**config.mk**
```make
export PLATFORM = sky130hd
export DESIGN_NAME = dmem_arbiter
export DESIGN_NICKNAME = d
export VERILOG_FILES = /design/src/rtl/dmem_arb_pkg.sv /design/src/rtl/dmem_arb_satcnt.sv /design/src/rtl/dmem_arbiter.sv
export SDC_FILE = /design/constraint.sdc
export NUM_CORES = 1
export LEC_CHECK = 0
export BUFFER_PORTS_ARGS = -buffer_cell sky130_fd_sc_hd__clkbuf_2
export CORE_AREA = 2 2 100 102
export DETAILED_ROUTE_END_ITERATION = 8
export DIE_AREA = 0 0 102 104
export SETUP_SLACK_MARGIN = 0.15
export SYNTH_ARGS = -nofsm -noshare
export SYNTH_HDL_FRONTEND = slang
export SYNTH_SLANG_ARGS = --single-unit
```
**constraint.sdc**
```tcl
create_clock -name clk -period 1.91 [get_ports clk]
set_clock_uncertainty 0.2 [all_clocks]
set_input_delay 0.0955 -clock clk [delete_from_list [all_inputs] [get_ports clk]]
set_output_delay 0.0955 -clock clk [all_outputs]
set_load 0.03 [all_outputs]
```
**src/rtl/dmem_arb_pkg.sv**
```systemverilog
// Shared constants and FSM state encoding for the data-memory arbiter.
package dmem_arb_pkg;
  localparam int ADDR_W = 7;
  localparam int DATA_W = 32;
  localparam int CNT_W  = 8;
  localparam int PERF_W = 32;

  typedef enum logic {
    CPU_PRI    = 1'b0,
    SCAN_BURST = 1'b1
  } arb_state_t;
endpackage

```
**src/rtl/dmem_arb_satcnt.sv**
```systemverilog
// Saturating up-counter with synchronous clear; clear dominates increment.
module dmem_arb_satcnt #(
  parameter int W = 8
) (
  input  logic         clk,
  input  logic         clr,
  input  logic         inc,
  output logic [W-1:0] cnt
);
  always_ff @(posedge clk) begin
    if (clr)
      cnt <= '0;
    else if (inc && (cnt != '1))
      cnt <= cnt + W'(1);
  end
endmodule

```
**src/rtl/dmem_arbiter.sv**
```systemverilog
// CPU / scan-engine arbiter for a single-port async-read data memory.
// Optional performance counters enabled by defining DMEM_ARB_PERF_EN.
module dmem_arbiter
  import dmem_arb_pkg::*;
#(
  parameter int STARVE_MAX = 8,
  parameter int BURST_MAX  = 4
) (
  input  logic              clk,
  input  logic              rst,
  input  logic              c_req,
  input  logic              c_we,
  input  logic [ADDR_W-1:0] c_addr,
  input  logic [DATA_W-1:0] c_wdata,
  output logic              c_gnt,
  output logic              c_stall,
  input  logic              s_req,
  input  logic              s_we,
  input  logic [ADDR_W-1:0] s_addr,
  input  logic [DATA_W-1:0] s_wdata,
  output logic              s_gnt,
  output logic [DATA_W-1:0] rdata,
  output logic              m_rd,
  output logic              m_wr,
  output logic [ADDR_W-1:0] m_addr,
  output logic [DATA_W-1:0] m_wdata,
  input  logic [DATA_W-1:0] m_rdata,
  output logic [PERF_W-1:0] perf_c_stall,
  output logic [PERF_W-1:0] perf_s_gnt
);
  arb_state_t       state;
  logic [CNT_W-1:0] wait_cnt;
  logic [CNT_W-1:0] burst_cnt;
  logic             starve;
  logic             burst_done;

  // Grants are combinational so an access completes in its request cycle.
  always_comb begin
    c_gnt = 1'b0;
    s_gnt = 1'b0;
    if (!rst) begin
      if (state == CPU_PRI) begin
        c_gnt = c_req;
        s_gnt = s_req & ~c_req;
      end else begin
        s_gnt = s_req;
        c_gnt = c_req & ~s_req;
      end
    end
  end

  assign c_stall = c_req & ~c_gnt;
  assign rdata   = m_rdata;

  always_comb begin
    m_rd    = 1'b0;
    m_wr    = 1'b0;
    m_addr  = '0;
    m_wdata = '0;
    if (c_gnt) begin
      m_rd    = ~c_we;
      m_wr    = c_we;
      m_addr  = c_addr;
      m_wdata = c_wdata;
    end else if (s_gnt) begin
      m_rd    = ~s_we;
      m_wr    = s_we;
      m_addr  = s_addr;
      m_wdata = s_wdata;
    end
  end

  assign starve = (state == CPU_PRI) & c_req & s_req &
                  (wait_cnt == CNT_W'(STARVE_MAX - 1));
  assign burst_done = (state == SCAN_BURST) &
                      (~s_req | (s_gnt & (burst_cnt == CNT_W'(BURST_MAX - 1))));

  always_ff @(posedge clk) begin
    if (rst)
      state <= CPU_PRI;
    else if (starve)
      state <= SCAN_BURST;
    else if (burst_done)
      state <= CPU_PRI;
  end

  // wait_cnt is held at zero outside CPU_PRI so it is clean on re-entry.
  dmem_arb_satcnt #(.W(CNT_W)) u_wait_cnt (
    .clk (clk),
    .clr (rst | (state != CPU_PRI) | ~s_req | s_gnt | starve),
    .inc (c_req & s_req),
    .cnt (wait_cnt)
  );

  dmem_arb_satcnt #(.W(CNT_W)) u_burst_cnt (
    .clk (clk),
    .clr (rst | (state == CPU_PRI)),
    .inc (s_gnt),
    .cnt (burst_cnt)
  );

`ifdef DMEM_ARB_PERF_EN
  dmem_arb_satcnt #(.W(PERF_W)) u_perf_c_stall (
    .clk (clk),
    .clr (rst),
    .inc (c_stall),
    .cnt (perf_c_stall)
  );

  dmem_arb_satcnt #(.W(PERF_W)) u_perf_s_gnt (
    .clk (clk),
    .clr (rst),
    .inc (s_gnt),
    .cnt (perf_s_gnt)
  );
`else
  assign perf_c_stall = '0;
  assign perf_s_gnt   = '0;
`endif
endmodule

```
==> results.toml, run 1 <==
[logic_synthesis]
ys_types = 43
async_flop_share_pct = 0
syn-mean-instance-area_um2 = 7.93
seq_area_frac_synth_pct = 16.7
synth_top_area_share_pct = 35.4
synth_area_leader_cell = "buf_4"
yosysWarningCount = 0
synth_edf_count = 0
ys_seq_elements = 17
synth_area_leaders = "buf_4 35%, a22o_1 17%, dfxtp_1 17%"
netlist_area_um2 = 2040
postSynthCellCount = 257
synth_flop_cell = "dfxtp_1"

[run_status]
status = "complete, no violations"

[timing]
setup_viol = 0
post-route-period-util_pct = 99.0
setup_tns_ns = 0
hold_viol_final = 0
rsz0062_at_grt = "yes"
max_freq_mhz = 529
period_minus_slack_ns = 1.89
timing.hold.ws_ns = 0.0176
final_max_slew_viol_count = 0

[placement]
place_hpwl_um = 4970
place.gp.congestion = 0.747
placed_area_um2 = 2340
port_buffers = 127

[cells_and_area]
final_common_cell = "clkbuf_2"
multi_input_area_um2 = 1220
seqCellArea_um2 = 342
mostFrequentLayoutCells = "84 x clkbuf_2, 64 x conb_1, 36 x a22o_1"
diodes = 0
drive_above_1_share_pct = 43.3
nNetsFinal = 516
syn2layout_area_growth_pct = 70.7
post-route-cell-area_um2 = 3480
fillers = 969
utilization_pct = 36.4

[power]
p_leak_nw = 1.67
vdd_ir_drop_max_mv = 0.252
power.density_nw_per_um2 = 429
finalPower_mw = 1.49

[cts]
root_buffer = "clkbuf_8"
tritoncts = "built"
clk_latency_ns = 0.26
numCtsBuffers = 3
htreeDepth = 1
clock-sinks = 17
cts_buffer_depth = 2
clk_pin_slew_ns = 0.07

[worst_setup_path]
path_cells = "nand2_2 -> and3b_2 -> buf_6 -> buf_16 -> a22o_1 -> buf_8"
critPathKind = "reg2out"
crit_path_end_kind = "primary output"
start_kind = "flip-flop"
max_stage_delay_ns = 0.34
rrSetupSlack_ns = 0.13
required_ns = 1.61
critPathSlowestCell = "dfxtp_2"
critPathMaxFanout = 5
critPathArrivalTime_ns = 1.60

[global_route]
grt_pass1_vias = 2054
grtUsageTotal_pct = 13.1
grt_max_degree = 23
grt_pass1_wl_um = 10800
antenna_found_initial = 0
grt_overflow_total = 0

[route]
vias = 2222
routed_wl_um = 7850
wl_per_cell_um = 14.8
ant_nets = 0
first_pass_iters = 4
drtIter0Drc = 82
drc = 0
vias_per_cell = 4.19

[floorplanning]
dieArea_um2 = 10600
initial_core_util_pct = 21.3
rows = 36
die_h_um = 104
die_width_um = 102
io_pins = 256
core-area_um2 = 9550

[flow_run]
max_cap_viol_count = 0

[hold_path]
min_path_type = "in2reg"
power breakdown:
part	internal [mW]	switching (mW)	total, mW
clock	0.145	0.134	0.279
combinational	0.338	0.520	0.859
sequential	0.355	0.000416	0.355
total	0.838	0.655	1.49
synth_stat cells, types with 2 or more instances:
cell and instances:
ha_1 2, xor2_1 3, or4_1 3, buf_4 96, and4_4 2, nor2b_1 3, o31ai_1 3, mux2i_1 2
or3_1 3, a22o_1 40, nand3_1 5, nand2_1 7, inv_1 3, nand4_1 3, nor3_1 5, clkbuf_1 9
nand2b_1 4, buf_6 2, dfxtp_1 17, nor2_1 11, a21oi_1 8, o211ai_1 2, o21ai_0 4
logic make-up after synthesis:
logic type,Yosys count,synth area share [%]
buf+inv,112,39.1
compound gates,64,24.8
simple gates,56,15.7
fa+ha+maj,2,1.23
flops,17,16.7
xor+xnor,3,1.29
mux,2,0.982
other cells,1,0.184
registers in the layout (all words and copies together), names as in the netlist:
signal / count
u_burst_cnt.cnt: 8
u_wait_cnt.cnt: 8
state: 1
critical path: cells and delay by family (launching register included):
| kind | cells | cell delay (ns) |
|---|---|---|
| AOI/OAI and AO/OA | 1 | 0.25 |
| buffers and inverters | 3 | 0.42 |
| DFF | 1 | 0.34 |
| and+or+nand+nor | 2 | 0.31 |
stage by stage:
| step | setup slack, ns | std cells |
|---|---|---|
| after global routing | -0.0248 | 530 |
| after CTS | 0.0186 | 528 |
| after global placement | 0.0737 | 475 |
| after detailed placement | 0.0874 | 475 |
| after floorplan | 0.0140 | 320 |
| final | 0.0193 | 530 |
what timing repair did:
| action | 4_1_cts | 5_1_grt |
|---|---|---|
| pin swaps | 14 | 3 |
| setup endpoints to repair | 50 | 54 |
| hold buffers | 34 | 0 |
| resized for setup | 92 | 56 |
| endpoints found under the hold margin | 33 | 0 |
| buffers inserted | 10 | 2 |
| cloned | 5 | 0 |
path summary, 6_finish.rpt:
check,cells past startpoint,startpoint,to
worst max-delay path,6,state,m_addr[2]
worst max register to register,6,state,u_burst_cnt.cnt[3]
worst min-delay path,4,rst,u_burst_cnt.cnt[7]
worst min register to register,2,u_burst_cnt.cnt[1],u_burst_cnt.cnt[1]
layout make-up:
type,instances,area share (%)
clock buffer,3,1.19
tap,133,4.78
inverter,4,0.647
sequential,17,9.82
multi-input combinational,191,35.1
timing repair buffer,181,48.3
clock inverter,1,0.144
per-layer routing:
layer | GRT usage (%) | share of wire (%) | vias to the layer above | wire, um
met3 | 1.68 | 6.3 | 3 | 496
met5 | 0 | 0 | - | 0
li1 | - | - | 1046 | -
met4 | 1.33 | 0.14 | 0 | 11
met2 | 26.6 | 56 | 140 | 4410
met1 | 14.5 | 37 | 1033 | 2940
Note: power is estimated with default switching activity, not from simulation.
==> inputs of run 2 (changes only) <==
CORE_AREA = 2 2 99 101   (was 2 2 100 102)
DIE_AREA = 0 0 101 103   (was 0 0 102 104)
REMOVE_ABC_BUFFERS = 1   (was unset)
SYNTH_HIERARCHICAL = 1   (was unset)
==> results.toml, run 2 <==
[logic_synthesis]
synth_top_cells_by_count = "96 x buf_4, 41 x a22o_1, 17 x dfxtp_1, 11 x buf_6"
synth_top_area_share_pct = 32.9
yosysWarningCount = 6
synth_area_leader_cell = "buf_4"
synth_most_common_cell = "buf_4"
syn-mean-instance-area_um2 = 8.50
netlist_area_um2 = 2190
async_flop_share_pct = 0
synth_flop_cell = "dfxtp_1"
synth_edf_count = 0
ys_seq_elements = 17
synth_area_leaders = "buf_4 33%, a22o_1 16%, dfxtp_1 16%"
seq_area_frac_synth_pct = 15.5
ys_types = 38
postSynthCellCount = 258

[cts]
clk_latency_ns = 0.26
htreeDepth = 1
root_buffer = "clkbuf_8"
numCtsBuffers = 3
clock-sinks = 17
tritoncts = "built"
cts_buffer_depth = 2
clk_pin_slew_ns = 0.07

[cells_and_area]
mostFrequentLayoutCells = "85 x clkbuf_2, 64 x conb_1, 41 x a22o_1"
nNetsFinal = 506
drive_above_1_share_pct = 40.8
fillers = 991
final_common_cell = "clkbuf_2"
syn2layout_area_growth_pct = 45.4
reg_top3 = "u_burst_cnt/cnt (8), u_wait_cnt/cnt (8), state (1)"
diodes = 0

[route]
ant_nets = 0
wl_per_cell_um = 15.4
drc = 0
routed_wl_um = 7700
first_pass_iters = 4
vias_per_cell = 4.44
drtIter0Drc = 70
vias = 2224

[worst_setup_path]
required_ns = 1.61
path_delay_family = "buffers and inverters"
critPathBufInv = 3
critPathArrivalTime_ns = 1.51
crit_path_end_kind = "primary output"
max_stage_delay_ns = 0.36
critPathKind = "reg2out"
path_cells = "a211oi_4 -> buf_6 -> clkbuf_16 -> a22o_1 -> clkbuf_8"
r2r_start = "u_wait_cnt/cnt[7]"
crit_start = "state"
critPathSlowestCell = "dfxtp_2"
start_kind = "flip-flop"
critPathMaxFanout = 11

[placement]
place.gp.congestion = 0.828
place_hpwl_um = 5690
port_buffers = 127

[global_route]
antenna_found_initial = 0
grt_max_degree = 43
grt_pass1_wl_um = 9960
grt_overflow_total = 0
grt_pass1_vias = 1847
grtUsageTotal_pct = 12.5

[power]
vdd_ir_drop_max_mv = 0.190
power.density_nw_per_um2 = 440
p_leak_nw = 1.56
intPower_mw = 0.781
swShare_pct = 44.4
pwr-share-seq_pct = 25.3
power_frac_comb_pct = 55.0
p_clk_share_pct = 19.7
p_switching_mw = 0.623
finalPower_mw = 1.40

[timing]
max_freq_mhz = 554
rsz0062_at_grt = "yes"
post-route-period-util_pct = 94.5
setup_viol = 0
final_max_slew_viol_count = 0
period_minus_slack_ns = 1.81
timing.hold.ws_ns = 0.111
hold_viol_final = 0

[floorplanning]
core-area_um2 = 9460
die_width_um = 101
rows = 36
io_pins = 256
dieArea_um2 = 10400
initial_core_util_pct = 23.2
die_h_um = 103

[flow_run]
max_cap_viol_count = 0

[run_status]
status = "complete, no violations"

[hold_path]
min_path_type = "in2reg"
min_from = "rst"
## run 2: cell types whose count changed after synthesis, moves of 4 or more
cell | previous run | this run
clkbuf_1 | 9 | 0
o21bai_1 | 0 | 4
buf_6 | 2 | 11
nor2_1 | 11 | 5
## run 2: cells by family (layout without fill, tap and decap cells)
family                     after synthesis  count (layout)  share of synthesized area, %
AOI/OAI and AO/OA                       75              75                          28.5
adders and majority gates                2               2                          1.14
buffers and inverters                  112             178                          39.4
DFF                                     17              17                          15.5
muxes                                    4               4                          2.28
other                                    1              64                         0.171
and+or+nand+nor                         47              47                          13.1
## run 2: metrics by stage
| stage | setup TNS [ns] | setup WS, ns | std cells | utilization (%) | cell area [um2] |
|---|---|---|---|---|---|
| after detailed placement | 0 | 0.0378 | 461 | 25.7 | 2430 |
| after CTS | 0 | 0.0916 | 500 | 32.8 | 3100 |
| final | 0 | 0.104 | 501 | 33.7 | 3190 |
| after floorplan | -19.17 | -0.583 | 214 | - | 1590 |
| after global routing | 0 | 0.0313 | 501 | 33.7 | 3190 |
| after global placement | 0 | 0.0570 | 461 | 25.7 | 2430 |
## run 2: path summary, 6_finish.rpt
kind / end / slack, ns / depth (start not counted)
min: state / 0.11 / 3
max: m_wdata[6] / 0.10 / 5
max reg2reg: u_wait_cnt/cnt[0] / 0.14 / 4
min reg2reg: u_wait_cnt/cnt[1] / 0.32 / 2
## run 2: final cells by class
class	count	area [um2]	area share [%]
clock buffer	3	41.3	1.29
clock inverter	1	5.00	0.157
inverter	5	18.8	0.588
multi-input combinational	192	1240	38.9
sequential	17	343	10.7
tap	114	143	4.47
timing repair buffer	169	1400	43.8
## run 2: power groups by stage
stage	registers, mW	logic [mW]	clock network [mW]
5_1_grt	0.355	0.811	0.302
3_3_place_gp	0.363	0.530	0
2_1_floorplan	0.363	0.367	0
6_report	0.355	0.772	0.276
3_5_place_dp	0.363	0.530	0
4_1_cts	0.355	0.739	0.289
## run 2: worst min-delay path: cells and delay by family
family | cells | cell delay (ns)
AND/OR/NAND/NOR | 1 | 0.14
buffers and inverters | 1 | 0.13
AO/OA/AOI/OAI | 1 | 0.16
## run 2: metal layers
metal  vias up  share of wire, %  track usage (%)
met2       126                50             20.3
met4         0              0.69             2.18
li1       1032                 -                -
met3         4               7.1             2.92
met5         -                 0                0
met1      1062                42             17.1
## run 2: repair_timing
item                                    CTS  global route
hold endpoints to repair                 32             0
resized for setup                        71            39
pin swaps                                 3             3
endpoints found under the setup margin   47            46
gates cloned                              1             1
hold buffers                             32             0
setup buffers                             2             0
==> inputs of run 3 (changes only) <==
CORE_AREA = 2 2 100 102   (was 2 2 99 101)
DIE_AREA = 0 0 102 104   (was 0 0 101 103)
SYNTH_HIERARCHICAL = unset   (was 1)
==> results.toml, run 3 (same netlist as run 1, synthesis figures left out) <==
[worst_setup_path]
path_cells = "nand2b_4 -> buf_6 -> nand4_1 -> or4_1 -> a21oi_2"
rrSetupSlack_ns = 0.09
critPathMaxFanout = 4
r2r_start = "state"
start_kind = "flip-flop"
crit_path_end_kind = "flip-flop"
rr_endpoint = "u_burst_cnt.cnt[5]"
crit_start = "state"
critPathKind = "reg2reg"
reg2regPathDepth = 5
crit_end = "u_burst_cnt.cnt[5]"
critPathArrivalTime_ns = 1.81
max_stage_delay_ns = 0.59
required_ns = 1.90
critPathSlowestCell = "or4_1"

[floorplanning]
core-area_um2 = 9550
dieArea_um2 = 10600
io_pins = 256
die_h_um = 104
rows = 36
initial_core_util_pct = 21.3
die_width_um = 102

[placement]
post-place-ws_ns = 0.118
port_buffers = 127
dp.cells = 475
place_hpwl_um = 9400
place.gp.congestion = 0.992

[route]
vias = 2286
vias_per_cell = 4.33
drtIter0Drc = 124
ant_nets = 0
wl_per_cell_um = 21.1
routed_wl_um = 11100
first_pass_iters = 4
drc = 0

[global_route]
use_met2_pct = 34.0
grtUsageTotal_pct = 19.5
grt_max_degree = 22
antenna_found_initial = 5
grt_pass1_wl_um = 14800
grt_util_met1_pct = 22.3
grt_pass1_vias = 2057
top_usage_layer = "met2"
grt_overflow_total = 0
grt.met3_usage_pct = 9.61

[timing]
timing.hold.ws_ns = 0.00620
setup_viol = 0
worst_slack_ns = 0.0858
hold_viol_final = 0
post-route-period-util_pct = 95.5
final_max_slew_viol_count = 0
period_minus_slack_ns = 1.82
max_freq_mhz = 548
rsz0062_at_grt = "yes"

[cells_and_area]
mostFrequentLayoutCells = "85 x clkbuf_2, 64 x conb_1, 38 x a22o_1"
fillers = 1003
nNetsFinal = 512
reg_top3 = "u_burst_cnt.cnt (8), u_wait_cnt.cnt (8), state (1)"
fin_cells = 528
syn2layout_area_growth_pct = 56.9
drive_above_1_share_pct = 42.5
final_common_cell = "clkbuf_2"

[power]
p_leak_nw = 1.55
finalPower_mw = 1.43
vdd_ir_drop_max_mv = 0.272
power.density_nw_per_um2 = 447

[cts]
clk_pin_slew_ns = 0.07
htreeDepth = 1
cts_buffer_depth = 2
tritoncts = "built"
numCtsBuffers = 3
root_buffer = "clkbuf_8"
clock-sinks = 17
clk_latency_ns = 0.26

[flow_run]
max_cap_viol_count = 0

[hold_path]
min_path_type = "in2reg"

[run_status]
status = "complete, no violations"
[run 3: cell types whose count changed in the layout (fill, tap and decap cells not counted), moves of 5 or more]
cell | before | now
clkbuf_4 | 0 | 24
clkbuf_8 | 24 | 9
nor2_1 | 5 | 11
buf_6 | 16 | 11
nand2_1 | 10 | 5
[run 3: per-stage QoR]
stage / setup TNS, ns / area, um2 / utilization, %
2_1_floorplan: -10.73 / 1490 / -
3_3_place_gp: 0 / 2350 / 24.7
3_5_place_dp: 0 / 2350 / 24.7
4_1_cts: 0 / 3040 / 31.9
5_1_grt: 0 / 3200 / 33.5
6_report: 0 / 3200 / 33.5
[run 3: metal layers]
layer / part of all wire [%] / routed length, um
met2: 49 / 5480
met5: 0.27 / 30
met3: 13 / 1460
met1: 37 / 4060
met4: 0.76 / 85
[run 3: cell type report]
class	count	area, um2	share of cell area (%)
Multi-Input combinational cell	191	1210	38.0
Timing Repair Buffer	177	1410	43.9
Antenna cell	2	5.00	0.156
Clock buffer	4	45.0	1.41
Sequential cell	17	342	10.7
Tap cell	133	166	5.20
Inverter	4	20.0	0.626
[run 3: critical path, delay by kind of cell (launching register included)]
family          cells  cell delay [ns]
simple gates        3             0.93
flops               1             0.36
compound gates      1             0.16
buf+inv             1             0.10
[run 3: worst min-delay path by stage]
stage	from	endpoint	slack, ns	cells past startpoint
finish	rst	u_burst_cnt.cnt[7]	0.006	4
floorplan	rst	state	-0.04	1
detailed placement	m_rdata[0]	rdata[0]	-0.009	0
global route	rst	u_burst_cnt.cnt[7]	0.07	4
CTS	rst	u_burst_cnt.cnt[7]	0.04	4
global placement	m_rdata[0]	rdata[0]	-0.009	0
[run 3: timing repair]
action | CTS | global route
pin swaps | 1 | 7
resized for setup | 55 | 54
setup buffers | 4 | 5
hold endpoints to repair | 33 | 0
cloned | 4 | 0
endpoints found under the setup margin | 51 | 53
hold buffers | 34 | 0
[run 3: power by group]
part	switching (mW)	internal, mW
clock	0.131	0.149
sequential	0.000409	0.355
combinational	0.518	0.275
